## src/rtl/output_writer_if.sv

```systemverilog
// Output-memory write port: valid/ready beat carrying one requantized lane.
interface output_writer_if #(
    parameter int ADDR_W = 10,
    parameter int OUT_W  = 8
);
    logic              mem_we;
    logic [ADDR_W-1:0] mem_addr;
    logic [OUT_W-1:0]  mem_wdata;
    logic              mem_ready;

    modport master (output mem_we, output mem_addr, output mem_wdata, input mem_ready);
    modport slave  (input mem_we, input mem_addr, input mem_wdata, output mem_ready);
endinterface

```

## src/rtl/output_writer.sv

```systemverilog
// Captures an accumulator tile, requantizes each lane to OUT_W and writes the
// lanes one beat at a time to output memory; tracks tiles per layer for is_last.
module output_writer #(
    parameter int NUM_LANES = 4,
    parameter int ACC_W     = 24,
    parameter int OUT_W     = 8,
    parameter int SHIFT     = 8,
    parameter int ADDR_W    = 10,
    parameter int NUM_TILES = 3,
    parameter int BASE_ADDR = 0
) (
    input  logic                       clk,
    input  logic                       rstn,
    input  logic                       layer_start,
    input  logic                       write_output_en,
    input  logic [NUM_LANES*ACC_W-1:0] acc_data,
    output_writer_if.master            mem,
    output logic                       write_output_done,
    output logic                       is_last,
    output logic                       busy
);
    localparam int LANE_W = (NUM_LANES > 1) ? $clog2(NUM_LANES) : 1;
    localparam int TILE_W = $clog2(NUM_TILES + 1);

    localparam logic [LANE_W-1:0]       LAST_LANE = LANE_W'(NUM_LANES - 1);
    localparam logic [TILE_W-1:0]       TILE_MAX  = TILE_W'(NUM_TILES);
    localparam logic [ADDR_W-1:0]       BASE      = ADDR_W'(BASE_ADDR);
    localparam logic signed [ACC_W-1:0] SAT_MAX   = ACC_W'((1 << (OUT_W - 1)) - 1);
    localparam logic signed [ACC_W-1:0] SAT_MIN   = ~SAT_MAX;

    typedef enum logic [1:0] {IDLE, WRITE, DONE} state_t;

    state_t              state_reg, state_next;
    logic [LANE_W-1:0]   lane_reg, lane_next;
    logic [TILE_W-1:0]   tile_reg, tile_next;
    logic [ADDR_W-1:0]   addr_reg, addr_next;
    logic                is_last_reg, is_last_next;
    logic                capture;

    logic signed [ACC_W-1:0] snap_reg [NUM_LANES];
    logic [OUT_W-1:0]        q_lane   [NUM_LANES];

    // Requantize every snapshot lane in parallel; the beat just selects one.
    generate
        for (genvar gi = 0; gi < NUM_LANES; gi++) begin : g_lane
            logic signed [ACC_W-1:0] shifted;
            assign shifted = snap_reg[gi] >>> SHIFT;
            assign q_lane[gi] = (shifted > SAT_MAX) ? SAT_MAX[OUT_W-1:0] :
                                (shifted < SAT_MIN) ? SAT_MIN[OUT_W-1:0] :
                                                      shifted[OUT_W-1:0];
        end
    endgenerate

    always_ff @(posedge clk) begin
        if (!rstn) begin
            for (int i = 0; i < NUM_LANES; i++) snap_reg[i] <= '0;
        end else if (capture) begin
            for (int i = 0; i < NUM_LANES; i++) snap_reg[i] <= acc_data[i*ACC_W +: ACC_W];
        end
    end

    always_ff @(posedge clk) begin
        if (!rstn) begin
            state_reg   <= IDLE;
            lane_reg    <= '0;
            tile_reg    <= '0;
            addr_reg    <= BASE;
            is_last_reg <= 1'b0;
        end else begin
            state_reg   <= state_next;
            lane_reg    <= lane_next;
            tile_reg    <= tile_next;
            addr_reg    <= addr_next;
            is_last_reg <= is_last_next;
        end
    end

    always_comb begin
        state_next   = state_reg;
        lane_next    = lane_reg;
        tile_next    = tile_reg;
        addr_next    = addr_reg;
        is_last_next = is_last_reg;
        capture      = 1'b0;

        case (state_reg)
            IDLE: begin
                if (layer_start) begin
                    tile_next    = '0;
                    addr_next    = BASE;
                    is_last_next = 1'b0;
                end
                // A simultaneous layer_start clears is_last, so the write is tile 0.
                if (write_output_en && (layer_start || !is_last_reg)) begin
                    capture    = 1'b1;
                    lane_next  = '0;
                    state_next = WRITE;
                end
            end
            WRITE: begin
                if (layer_start) begin
                    tile_next    = '0;
                    addr_next    = BASE;
                    is_last_next = 1'b0;
                    state_next   = IDLE;
                end else if (mem.mem_ready) begin
                    addr_next = addr_reg + ADDR_W'(1);
                    lane_next = lane_reg + LANE_W'(1);
                    if (lane_reg == LAST_LANE) begin
                        state_next = DONE;
                        if (tile_reg != TILE_MAX) begin
                            tile_next    = tile_reg + TILE_W'(1);
                            is_last_next = (tile_reg + TILE_W'(1) == TILE_MAX);
                        end
                    end
                end
            end
            DONE: begin
                if (layer_start) begin
                    tile_next    = '0;
                    addr_next    = BASE;
                    is_last_next = 1'b0;
                end
                state_next = IDLE;
            end
            default: state_next = IDLE;
        endcase
    end

    assign mem.mem_we         = (state_reg == WRITE);
    assign mem.mem_addr       = addr_reg;
    assign mem.mem_wdata      = q_lane[lane_reg];
    assign write_output_done  = (state_reg == DONE) && !layer_start;
    assign busy               = (state_reg != IDLE);
    assign is_last            = is_last_reg;
endmodule

```

## src/flat_wrapper.sv

```systemverilog
// flat-port wrapper written by rule: the top's interface ports become plain ports
module output_writer_flat 
#(
    parameter int NUM_LANES = 4,
    parameter int ACC_W     = 24,
    parameter int OUT_W     = 8,
    parameter int SHIFT     = 8,
    parameter int ADDR_W    = 10,
    parameter int NUM_TILES = 3,
    parameter int BASE_ADDR = 0
)
  (clk, rstn, layer_start, write_output_en, acc_data, write_output_done, is_last, busy, mem_mem_we, mem_mem_addr, mem_mem_wdata, mem_mem_ready);
  output_writer_if #(.ADDR_W(ADDR_W), .OUT_W(OUT_W)) mem_i ();
  input  logic clk;
  input  logic rstn;
  input  logic layer_start;
  input  logic write_output_en;
  input  logic [NUM_LANES*ACC_W-1:0] acc_data;
  output logic write_output_done;
  output logic is_last;
  output logic busy;
  output wire logic [$bits(mem_i.mem_we)-1:0] mem_mem_we;
  output wire logic [$bits(mem_i.mem_addr)-1:0] mem_mem_addr;
  output wire logic [$bits(mem_i.mem_wdata)-1:0] mem_mem_wdata;
  input wire logic [$bits(mem_i.mem_ready)-1:0] mem_mem_ready;
  assign mem_mem_we = mem_i.mem_we;
  assign mem_mem_addr = mem_i.mem_addr;
  assign mem_mem_wdata = mem_i.mem_wdata;
  assign mem_i.mem_ready = mem_mem_ready;
  output_writer #(.NUM_LANES(NUM_LANES), .ACC_W(ACC_W), .OUT_W(OUT_W), .SHIFT(SHIFT), .ADDR_W(ADDR_W), .NUM_TILES(NUM_TILES), .BASE_ADDR(BASE_ADDR)) u_core (.clk(clk), .rstn(rstn), .layer_start(layer_start), .write_output_en(write_output_en), .acc_data(acc_data), .mem(mem_i), .write_output_done(write_output_done), .is_last(is_last), .busy(busy));
endmodule
```

## config.mk

```make
export PLATFORM = sky130hd
export DESIGN_NAME = output_writer_flat
export DESIGN_NICKNAME = d
export VERILOG_FILES = /design/src/rtl/output_writer_if.sv /design/src/rtl/output_writer.sv /design/src/flat_wrapper.sv
export SDC_FILE = /design/constraint.sdc
export NUM_CORES = 1
export LEC_CHECK = 0
export ABC_AREA = 1
export CORE_ASPECT_RATIO = 2
export CORE_MARGIN = 4
export CORE_UTILIZATION = 45
export DETAILED_ROUTE_END_ITERATION = 12
export HOLD_SLACK_MARGIN = 0.03
export PLACE_DENSITY = 0.77
export SYNTH_ARGS = -nofsm -noshare
export SYNTH_HDL_FRONTEND = slang
export SYNTH_SLANG_ARGS = --single-unit
```

## constraint.sdc

```tcl
create_clock -name clk -period 6.9 [get_ports clk]
set_input_delay 1.38 -clock clk [delete_from_list [all_inputs] [get_ports clk]]
set_output_delay 1.38 -clock clk [all_outputs]
set_load 0.005 [all_outputs]
```

# Word level (Yosys, flattened, before mapping)
# Memory sizes are Yosys's and may differ from the RTL's.
# Cells that the tools add are included.
# op_classes
n_reduce_logical,14
n_mux,46
order_cmp,9
bitwise_logic,5
add_sub_neg,3
n_eq_ne,12
# ops
operator,count
24-bit two-way mux,4
8-bit two-way mux,10
16-bit by 8-bit > comparator with 1-bit output (second input constant),4
16-bit by 8-bit less-than comparator with 1-bit output (second input constant),4
10-bit two-way mux,3
2-bit two-way mux,12
10-bit one-hot mux with 2 select lines,1
8-bit binary-select mux with 2-bit select,1
2-bit one-hot mux with 2 select lines,3
1-bit two-way mux,11
10-bit by 1-bit adder with 10-bit output (second input constant),1
3-bit by 2-bit inequality test with 1-bit output (second input constant),3
2-bit == test (second input constant),3
2-bit by 1-bit inequality test with 1-bit output (second input constant),3
3-bit AND reduction,2
2-bit nonzero test,3
5-bit AND reduction,1
2-bit by 1-bit adder with 2-bit output (second input constant),2
2-bit inequality test (second input constant),2
1-bit bitwise OR,4
4-bit AND reduction,1
3-bit greater-or-equal comparator (second input constant),1
2-bit inverter with 3-bit output,1
2-bit by 1-bit == test with 1-bit output (second input constant),1
6 further kinds,8
# word_totals
n_memories,1
reg_bits,17
mem_bits_rw,96
wordCells,95
# mem_list
name,words,word_bits,rd,rd_ports_with_merged_regs,write_ports,line,source
u_core.snap_reg,4,24,4,0,4,output_writer.sv:40,logic signed [ACC_W-1:0] snap_reg [NUM_LANES];

# Longest topological paths before layout
# depth
depth_word,9
mapped_depth,10

# Worst setup path after synthesis
# No wires, ideal clock.
# synth_path
path_type,input-to-reg
start,input layer_start
end,memory u_core.snap_reg[0][10] (enable)
cell_stages,4
arrival_time_ns,2.960
n_path_buf,0
t_required_ns,6.477
setup_ns,0.423
slack_ns,3.516
cell_sequence,inv_1 nand2_1 nand3_1 nand2_1
# synth_lines
item,line,source
from (decl),flat_wrapper.sv:16,input logic layer_start;
to (decl),output_writer.sv:40,

# Final worst setup path
# layout_path
start,input layer_start
end,output write_output_done
# layout_between
elab_chain_len,2
# layout_rtl
item,line,source
1-bit logical NOT,output_writer.sv:133,assign write_output_done = (state_reg == DONE) && !layer_start;
1-bit logical AND,output_writer.sv:133,
to (decl),flat_wrapper.sv:19,output logic write_output_done;
# No other way between the ends.

==> flow_summary.yaml <==
run_status:
  status: "finished clean"
power:
  power.switching_fraction: 0.264
  power.share.clock: 0.336
  comb_power_share: 0.184
  pwr-share-seq: 0.480
  powerDensity_nw_per_um2: 234
  max-vdd-ir-drop_uv: 136
  p_int_uw: 922
  p_switching_uw: 331
  leakage_nw: 2.47
floorplan:
  core_um2: 8950
  die_area_um2: 10800
  start_util: 0.460
  fp-row-count: 49
  ioPinCount: 123
  dieHeight_um: 143
  die_x_um: 75.6
grt:
  grt_pass1_wl_um: 15100
  grt_pass1_vias: 3535
  grt_usage: 0.187
  grt_max_degree: 65
  antenna_found_initial: 0
  overflow: 0
worst_setup_path:
  r2r_setup_slack_ns: 4.84
  cpMostUsedCell: "clkdlybuf4s50_1"
  timing.rr.start: "u_core.lane_reg[1]$_SDFFE_PN0P_"
  slowest_delay_ns: 0.53
  worstPathRequired_ns: 5.52
  critPathArrivalTime_ns: 2.51
  cp_slowest_cell: "clkdlybuf4s50_1"
  critPathKind: "in2out"
  cp-end-kind: "output port"
  worstPathCellList: "clkdlybuf4s50_1 > nor3_1 > clkdlybuf4s50_1"
  worst-path-max-fanout: 2
  reg2reg_to: "u_core.snap_reg[3][8]$_SDFFCE_PN0P_"
  worstSetupStartpointType: "input port"
  worst-r2r-cell-count: 6
clock_tree:
  postCtsSetupRepairBufs: 0
  cts_resized: 0
  clk-insertion-delay-late_ns: 0.34
  cts_tree: "built"
  cts_buffers: 9
  clk_pin_slew_ns: 0.06
  root_buffer: "clkbuf_16"
  h-tree-depth: 3
  clockBufferDepth: 2
  cts.sinks: 81
  cts-hold-fix-buffers: 0
synth:
  synthTopCellsByCount: "151 x nand2_1, 116 x inv_1, 106 x nor2_1"
  ys_warn_count: 0
  synth_top_area_cell: "edfxtp_1"
  synth_edf_count: 64
  ys.flop_type: "edfxtp_1"
  synth.net_count: 631
  async_reset_ff_frac: 0
  yosysMostFrequentCell: "nand2_1"
  syn_inst: 526
  syn_area_um2: 4120
  ys_seq_area_frac: 0.549
  synth.top_cell.area_share: 0.467
  syn_area_per_cell_um2: 7.83
  synthDistinctLibCells: 24
  ys_ff_latch: 81
  yosys-top-cells-area: "edfxtp_1 47%, nand2_1 14%, inv_1 11%"
placed_design:
  dpl_cell_area_um2: 5090
  place_congestion: 0.819
  dp_hpwl_um: 7240
  port_buffers: 90
final_layout:
  fin_nets: 724
  design_area_um2: 5350
  seq_area_um2: 2260
  n_antenna_cell: 0
  syn_to_final_growth_pct: 30.0
  drive_above_1_share: 0.0369
  utilization: 0.598
  fillCellCount: 805
  largest_reg_flops: 64
  multi_input_area_um2: 1350
routing:
  viasPerCell: 4.77
  drc: 0
  drtIter0Drc: 222
  wl_per_cell_um: 12.7
  dr.pass1.iters: 4
  postRouteAntennaNets: 0
  dr_total_vias: 3461
  routed_wl_um: 9250
hold_path:
  hold_depth: 2
  min-delay-start: "u_core.mem.mem_addr[2]$_SDFFE_PN0P_"
  holdPathEnd: "u_core.mem.mem_addr[2]$_SDFFE_PN0P_"
  hold_class: "reg2reg"
timing:
  grt_setup_unrepaired: "false"
  setup_viol: 0
  maxSlewHeadroom: 0.473
  period_minus_slack_ns: 3.89
  holdWs_ns: 0.480
  period_share: 0.564
  worst_pin_slew_ns: 0.790
  max_freq_mhz: 257
  slew_viol_final: 0
  finalClockSkew_ns: 0.00624
  timing.final.hold_violations: 0
  setup-tns-final_ns: 0
flow_run:
  drv_cap: 0
## critical path: cells and delay by family
kind	cells	cell delay, ns
buffers and inverters	2	0.95
AND/OR/NAND/NOR	1	0.19
## routing by layer
layer	share of wire	global-route usage
met3	0.042	0.0317
met1	0.33	0.174
met5	0	0
met4	0.035	0.107
met2	0.59	0.356
## how the worst max path moves through the flow
stage                     start                              endpoint  slack (ns)  cells after the start
CTS                 layer_start                     write_output_done        2.98                      3
global route        layer_start                     write_output_done        2.92                      3
finish              layer_start                     write_output_done        3.01                      3
floorplan           layer_start  u_core.snap_reg[0][10]$_SDFFCE_PN0P_        3.52                      4
global placement    layer_start                     write_output_done        3.02                      3
detailed placement  layer_start                     write_output_done        2.99                      3
## through the flow
stage,total power [mW],std cells,setup WS (ns)
finish,1.25,726,3.01
global route,1.32,726,2.92
CTS,1.26,726,2.98
detailed placement,0.843,710,2.99
global placement,0.834,710,3.02
floorplan,0.735,526,3.52
## cell type report
type	instances	area share
Inverter	118	0.0828
Multi-Input combinational cell	318	0.252
Sequential cell	81	0.423
Tap cell	102	0.0238
Clock inverter	7	0.00701
Clock buffer	9	0.0421
Timing Repair Buffer	91	0.170
## placed cells by master (no fill, tap or decap), drive strengths merged
cell type,synthesis,layout
edfxtp,64,64
clkdlybuf4s50,0,90
o21bai,5,5
and3,1,1
clkbuf,1,9
clkinv,1,6
nand3,11,11
inv,117,117
a211oi,1,1
a21oi,18,18
nand2,153,153
o21ai,9,9
buf,8,1
nor2,108,108
ha,4,4
a31oi,1,1
dfxtp,17,17
clkinvlp,0,2
nor3,7,7
## logic make-up after synthesis
family,after synthesis,share of synthesized area
compound gates,34,0.0453
fa+ha+maj,4,0.0122
buf+inv,127,0.124
flops,81,0.549
simple gates,280,0.269
## power groups by stage
stage                     sequential [mW]  clock [mW]  combinational, mW
after detailed placement            0.611           0              0.232
after global placement              0.608           0              0.226
after CTS                           0.601       0.429              0.233
final                               0.601       0.421              0.231
after global routing                0.606       0.451              0.261
after floorplan                     0.604           0              0.131
Power figures use the tool's default switching activity.
